<file path="config.mk">
export PLATFORM = sky130hd
export DESIGN_NAME = layer_serializer
export DESIGN_NICKNAME = d
export VERILOG_FILES = /design/src/rtl/fnn_pkg.sv /design/src/rtl/layer_serializer.sv
export SDC_FILE = /design/constraint.sdc
export NUM_CORES = 2
export LEC_CHECK = 0
export CELL_PAD_IN_SITES_DETAIL_PLACEMENT = 1
export CELL_PAD_IN_SITES_GLOBAL_PLACEMENT = 2
export CORE_ASPECT_RATIO = 1.2
export CORE_MARGIN = 2
export CORE_UTILIZATION = 32
export CTS_CLUSTER_SIZE = 24
export DETAILED_ROUTE_END_ITERATION = 8
export PLACE_DENSITY = 0.81
export SLEW_MARGIN = 25
export SYNTH_ARGS = -nofsm -noshare
export SYNTH_HDL_FRONTEND = slang
export SYNTH_SLANG_ARGS = --single-unit
</file>
<file path="constraint.sdc">
create_clock -name clk -period 3.3 [get_ports clk]
set_input_delay 0.825 -clock clk [delete_from_list [all_inputs] [get_ports clk]]
set_output_delay 0.825 -clock clk [all_outputs]
set_load 0.03 [all_outputs]
</file>
<file path="src/rtl/fnn_pkg.sv">
// Shared definitions for the feed-forward network datapath blocks.
// Holds the serializer state encoding so neighbouring layers agree on it.
package fnn_pkg;

    typedef enum logic {
        IDLE  = 1'b0,
        SHIFT = 1'b1
    } ser_state_e;

endpackage

</file>
<file path="src/rtl/layer_serializer.sv">
// Collects one parallel result word per neuron and replays them as a gap-free
// serial burst (neuron 0 first) into the next layer's single input port.
//
// state | meaning
// ------+----------------------------------------------------------------
// IDLE  | no burst; waiting for every hold slot to be full
// SHIFT | emitting buffer element cnt on data_out with data_valid=1
module layer_serializer
    import fnn_pkg::*;
#(
    parameter int numNeurons = 30,
    parameter int dataWidth  = 16
) (
    input  logic                             clk,
    input  logic                             rst,
    input  logic [numNeurons*dataWidth-1:0]  neuron_out,
    input  logic [numNeurons-1:0]            neuron_valid,
    output logic [dataWidth-1:0]             data_out,
    output logic                             data_valid,
    output logic                             busy,
    output logic                             overrun
);

    localparam int CNT_W = $clog2(numNeurons);

    ser_state_e             state_q, state_d;
    logic [CNT_W-1:0]       cnt_q, cnt_d;
    logic [numNeurons-1:0]  full_q, full_d;
    logic [dataWidth-1:0]   hold_q [numNeurons];
    logic [dataWidth-1:0]   hold_d [numNeurons];
    logic [dataWidth-1:0]   buf_q  [numNeurons];
    logic [dataWidth-1:0]   buf_d  [numNeurons];
    logic [dataWidth-1:0]   data_out_q, data_out_d;
    logic                   data_valid_q, data_valid_d;
    logic                   overrun_q, overrun_d;

    logic                   cnt_last;
    logic [CNT_W-1:0]       cnt_nxt;
    logic                   transfer;

    assign cnt_last = (cnt_q == CNT_W'(numNeurons - 1));
    assign cnt_nxt  = cnt_q + CNT_W'(1);
    // A new set is only taken when the previous burst is on its last word,
    // which is what makes back-to-back bursts seamless.
    assign transfer = (&full_q) && ((state_q == IDLE) || cnt_last);

    always_comb begin
        state_d      = state_q;
        cnt_d        = cnt_q;
        full_d       = full_q;
        hold_d       = hold_q;
        buf_d        = buf_q;
        data_out_d   = data_out_q;
        data_valid_d = data_valid_q;
        overrun_d    = overrun_q;

        // Hold stage: a transfer frees every slot in the same cycle, so a
        // word arriving then is accepted rather than flagged as lost.
        for (int i = 0; i < numNeurons; i++) begin
            if (neuron_valid[i]) begin
                if (transfer || !full_q[i]) begin
                    hold_d[i] = neuron_out[i*dataWidth +: dataWidth];
                    full_d[i] = 1'b1;
                end else begin
                    overrun_d = 1'b1;
                end
            end else if (transfer) begin
                full_d[i] = 1'b0;
            end
        end

        if (transfer) begin
            buf_d        = hold_q;
            state_d      = SHIFT;
            cnt_d        = '0;
            data_out_d   = hold_q[0];
            data_valid_d = 1'b1;
        end else if (state_q == SHIFT) begin
            if (cnt_last) begin
                state_d      = IDLE;
                cnt_d        = '0;
                data_out_d   = '0;
                data_valid_d = 1'b0;
            end else begin
                cnt_d      = cnt_nxt;
                data_out_d = buf_q[cnt_nxt];
            end
        end
    end

    always_ff @(posedge clk) begin
        if (rst) begin
            state_q      <= IDLE;
            cnt_q        <= '0;
            full_q       <= '0;
            data_out_q   <= '0;
            data_valid_q <= 1'b0;
            overrun_q    <= 1'b0;
            for (int i = 0; i < numNeurons; i++) begin
                hold_q[i] <= '0;
                buf_q[i]  <= '0;
            end
        end else begin
            state_q      <= state_d;
            cnt_q        <= cnt_d;
            full_q       <= full_d;
            data_out_q   <= data_out_d;
            data_valid_q <= data_valid_d;
            overrun_q    <= overrun_d;
            hold_q       <= hold_d;
            buf_q        <= buf_d;
        end
    end

    assign data_out   = data_out_q;
    assign data_valid = data_valid_q;
    assign busy       = (state_q == SHIFT);
    assign overrun    = overrun_q;

endmodule

</file>
---- Yosys cells after proc, flatten, opt, wreduce, memory -nomap -nowiden ----
Cells that the tools add are included.
storage, ports and cells
  output and inout bits ................... 19
  logic and storage cells ................. 421
  bits of input ports ..................... 512
  flip-flop bits (word level) ............. 1014
cells by class
  $add $sub $neg .......................... 1
  equal/unequal tests ..................... 31
  order comparisons ....................... 1
  bitwise operators ....................... 2
  reduce and logical (&&, ||, !) cells .... 157
  muxes and demuxes ....................... 134
operators by type and width
  operator                                                         number
  1-bit two-way mux                                                127
  2-bit AND reduction                                              61
  16-bit binary-select mux with 5-bit select                       1
  16-bit two-way mux                                               5
  2-bit nonzero test                                               32
  2-bit by 1-bit != test with 1-bit output, second input constant  30
  1-bit logical OR                                                 31
  1-bit zero test                                                  30
  30-bit AND reduction                                             1
  6-bit >= comparator, second input constant                       1
  5-bit NOT with 6-bit output                                      1
  5-bit by 1-bit adder with 5-bit output, second input constant    1
  5-bit == test, second input constant                             1
  5-bit two-way mux                                                1
  2-bit OR reduction                                               1
  1-bit logical AND                                                1
  1-bit NOT                                                        1

---- Logic depth before layout (Yosys ltp) ----
  depth in word-level cells ............... 64
  gate-level depth with buffers ........... 13
  gate-level depth less buffers ........... 8

---- Worst setup path after synthesis ----
Ideal clock, no wire load.
  kind .................................... register -> register
  start ................................... register state_q, in the netlist busy
  end ..................................... register buf_q[100] (netlist name)
  stages on the path, launching flop included .. 11
  setup slack ............................. 0.785 ns
  required time ........................... 3.230 ns
  path buffers ............................ 5
  period minus slack after synthesis ...... 2.515 ns
  setup time .............................. 0.070 ns
  arrival ................................. 2.445 ns
  path through ............................ dfxtp_1 > clkinv_1 > nor2_1 > or3_1 > clkbuf_1 > buf_6 > buf_6 > clkbuf_1 > clkbuf_1 > nand2_1 > a21oi_1
between the ends
  cells in the longest elaborated chain, start to end .. 3
RTL lines
  item                      RTL line                 source
  start: declaration        layer_serializer.sv:26   ser_state_e state_q, state_d;
  start signal: assignment  layer_serializer.sv:104  state_q <= state_d;
  1-bit NOT                 layer_serializer.sv:45   assign transfer = (&full_q) && ((state_q == IDLE) || cnt_last);
  1-bit logical OR          layer_serializer.sv:45
  1-bit logical AND         layer_serializer.sv:45
  end signal: assignment    layer_serializer.sv:111  buf_q <= buf_d;
  end: declaration          layer_serializer.sv:31   logic [dataWidth-1:0] buf_q [numNeurons];
Every way passes these cells.
A chain may end at the register's enable or synchronous reset.

---- Worst setup path in the final report ----
  start ................................... register full_q[6]
  end ..................................... register hold_q[68] (netlist name)
between the ends
  cells in the longest elaborated chain, start to end .. 4
RTL lines
  item                                  RTL line                 source
  start: declaration                    layer_serializer.sv:28   logic [numNeurons-1:0] full_q, full_d;
  start signal: assignment              layer_serializer.sv:106  full_q <= full_d;
  30-bit AND reduction                  layer_serializer.sv:45
  1-bit logical AND                     layer_serializer.sv:45
  1-bit logical OR                      layer_serializer.sv:61   if (transfer || !full_q[i]) begin
  2-bit AND reduction (no source line)  n/a
  end signal: assignment                layer_serializer.sv:110  hold_q <= hold_d;
  end: declaration                      layer_serializer.sv:29   logic [dataWidth-1:0] hold_q [numNeurons];
Every way passes these cells.

==> results.py <==
metrics = {
    "outcome": {
        "outcome": "completed",
    },
    "sta": {
        "fin_crit_sh_pct": 94.0,
        "clock_skew_ps": 28.1,
        "period_needed_ps": 3100,
        "setup_violations": 0,
        "worstMarginPinSlew_ps": 881,
        "max_slew_margin_pct": 41.0,
        "setup_tns_ps": 0,
        "rsz0062_at_grt": "false",
        "finalHoldViolations": 0,
        "drv_slew": 0,
        "fmax_ghz": 0.322,
        "timing.hold.ws_ps": 438,
    },
    "drt": {
        "drtIter0Drc": 2084,
        "via_count": 35000,
        "drt_pass1_iterations": 5,
        "wirelength_um": 154000,
        "avgViaCountPerCell": 4.99,
        "drcViolationCount": 0,
        "wl_per_cell_um": 21.9,
        "ant_nets": 0,
    },
    "finish": {
        "design_area_mm2": 0.0505,
        "drive_gt1_share_pct": 9.31,
        "area_growth_pct": 29.0,
        "seqCellArea_mm2": 0.0203,
        "finalNetCount": 5803,
        "multi_input_area_mm2": 0.0172,
        "fill_cells": 14400,
    },
    "yosys": {
        "synth_compound_area_share_pct": 16.2,
        "avgSynthCellArea_um2": 8.14,
        "ys_types": 46,
        "yosys.area.top_type_share_pct": 51.8,
        "synthAdderAreaFrac_pct": 0.0639,
        "synth_ff_type": "dfxtp_1",
        "async_flop_share_pct": 0,
        "netlist_area_mm2": 0.0392,
        "synthTopCellsByArea": "dfxtp_1 52%, nand2_1 19%, a21oi_1 13%",
        "synth.top_cells.by_count": "1989 x nand2_1, 1038 x a21oi_1, 1014 x dfxtp_1",
        "synth_edf_count": 0,
        "synth_seq_cells": 1014,
        "synth_top_family_by_area": "simple AND/OR/NAND/NOR gates",
        "synthXorXnorAreaFrac_pct": 0.112,
        "synthCells": 4810,
        "yosysSeqAreaShare_pct": 51.8,
        "yosysMostFrequentCell": "nand2_1",
        "synth.area.mux_share_pct": 7.23,
        "yosysWarningCount": 0,
        "syn-num-nets": 5324,
        "synth_simple_gate_area_share_pct": 20.2,
        "netlist.top_cell.by_area": "dfxtp_1",
    },
    "floorplanning": {
        "row_count": 140,
        "dieArea_mm2": 0.125,
        "die_x_um": 323,
        "initial_core_util_pct": 32.3,
        "io_pins": 531,
        "dieHeight_um": 387,
        "coreArea_mm2": 0.121,
    },
    "clock_tree": {
        "post_cts.repair.setup_buffers": 0,
        "cts-htree-levels": 3,
        "cts-resized-gates": 0,
        "tritoncts_num_sinks": 1014,
        "cts.clk_slew.worst_paths_ps": 60,
        "clockBufferDepth": 3,
        "clock_latency_ps": 730,
        "cts_tree": "yes",
        "cts.root.buffer_cell": "clkbuf_16",
        "cts_buffers": 108,
        "postCtsHoldBufs": 0,
    },
    "setup_path": {
        "worst-path-stages": 8,
        "reg2reg_slack_ps": 200,
        "r2r_end": "hold_q[68]",
        "cp_top_family": "simple AND/OR/NAND/NOR gates",
        "worstPathRequired_ps": 3940,
        "r2r_start": "full_q[6]",
        "cp_cell_sequence": "nand4_1 > or4_1 > or3_4 > buf_12 > a21boi_4 > buf_4 > nand2_1 > a21oi_1",
        "arrival_ps": 3740,
        "crit_fanout": 21,
        "startpoint_type": "flop",
        "max_stage_delay_ps": 650,
        "r2r_cells": 8,
        "endpoint_kind": "flop",
        "worstSetupPathType": "flop to flop",
        "cp_num_buf_inv": 2,
        "critPathSlowestCell": "or4_1",
    },
    "grt": {
        "grt_antenna_before_repair": 18,
        "grt_overflow_total": 0,
        "grt_max_degree": 145,
        "grt_pass1_vias": 36300,
        "grt_usage_pct": 24.1,
        "grt_pass1_wl_um": 228000,
    },
    "place": {
        "dp_hpwl_um": 112000,
        "portBuffers": 530,
        "dpl_cell_area_mm2": 0.0468,
        "gp_congestion": 0.865,
    },
    "pwr": {
        "leakage_nw": 17.3,
        "p_per_area_mw_per_mm2": 547,
        "vdd_ir_drop_max_uv": 399,
    },
    "hold_path": {
        "whs_path_depth": 2,
        "holdPathEnd": "buf_q[64]",
        "worstHoldStart": "hold_q[64]",
        "hold_path.class": "flop to flop",
    },
    "job": {
        "drv_cap": 0,
    },
}
state kept, by name, summed over array words and instances, names as in the netlist:
register and count:
hold_q 480, busy 1, full_q 30, overrun 1, cnt_q 5, buf_q 480, data_valid 1, data_out 16
how the worst max path moves through the flow:
stage / from / endpoint / slack, ps
floorplan: busy / buf_q[100] / 780
global placement: full_q[2] / hold_q[65] / 320
detailed placement: full_q[1] / hold_q[68] / 250
CTS: full_q[6] / hold_q[68] / 230
global route: cnt_q[1] / buf_q[123] / 70
finish: full_q[6] / hold_q[68] / 200
per-stage QoR:
stage	power [W]	worst slack [ps]	utilization, %	std cells
final	0.0276	197	41.6	7017
after global routing	0.0287	66.5	41.6	7014
after CTS	0.0280	229	41.6	7012
after detailed placement	0.0151	254	38.5	6812
after global placement	0.0150	319	38.5	6812
after floorplan	0.0138	785	-	4810
report_power, final:
| part | switching, W | internal (W) | total (W) |
|---|---|---|---|
| Sequential | 0.000254 | 0.0126 | 0.0129 |
| Combinational | 0.00101 | 0.000914 | 0.00193 |
| Clock | 0.00530 | 0.00756 | 0.0129 |
| Total | 0.00657 | 0.0211 | 0.0276 |
placed cells by master, fill, tap and decap left out, types with 3 or more instances in the layout:
cell type | Yosys | layout
clkdlybuf4s50_1 | 0 | 529
buf_12 | 0 | 29
buf_4 | 12 | 148
inv_6 | 0 | 3
a311oi_1 | 3 | 3
mux2i_1 | 31 | 31
a21o_1 | 3 | 3
dfxtp_1 | 1014 | 1013
o21ai_1 | 31 | 30
a21oi_1 | 1038 | 1038
nand3_1 | 5 | 5
clkinvlp_4 | 0 | 4
clkinv_2 | 0 | 13
inv_1 | 49 | 49
diode_2 | 0 | 5
nor3_1 | 9 | 8
a21boi_2 | 18 | 18
nor3b_1 | 9 | 9
bufinv_16 | 0 | 11
a2111oi_0 | 4 | 4
a21boi_4 | 12 | 12
nor2_1 | 40 | 39
o22ai_1 | 24 | 24
nand2b_1 | 3 | 3
a22o_1 | 3 | 3
a22oi_1 | 9 | 9
clkbuf_1 | 235 | 28
clkbuf_8 | 0 | 29
nand4_1 | 10 | 10
clkbuf_16 | 0 | 108
mux4_2 | 112 | 112
a221oi_1 | 10 | 10
nand2_1 | 1989 | 1989
a31oi_1 | 4 | 4
o21ai_0 | 17 | 17
per-layer routing:
layer  wire length (um)  vias to the layer above  GRT usage [%]
li1                   -                    16900              -
met1              66800                    17200           30.8
met2              74400                      716           40.8
met3               8070                      189           4.39
met4               4310                       30           7.81
met5                184                        -              0
kinds of logic after synthesis:
logic type               Yosys count
adder cells (fa/ha/maj)            2
AO/OA/AOI/OAI                   1183
multiplexers                     143
XOR/XNOR                           5
flip-flops                      1014
AND/OR/NAND/NOR                 2074
buffers and inverters            389
worst register-to-register path, stage by stage (launching register included):
cell and delay, ps:
dfxtp_1 430, nand4_1 200, or4_1 650, or3_4 550
buf_12 250, a21boi_4 510, buf_4 250, nand2_1 50
a21oi_1 120
area by class of cell:
type	instances	share of cell area (%)
inverter	50	0.372
sequential	1014	40.2
clock inverter	35	1.06
timing repair buffer	708	13.9
multi-input combinational	3407	34.1
antenna	5	0.0248
tap	1633	4.04
clock buffer	165	6.35
Power figures use the tool's default switching activity.
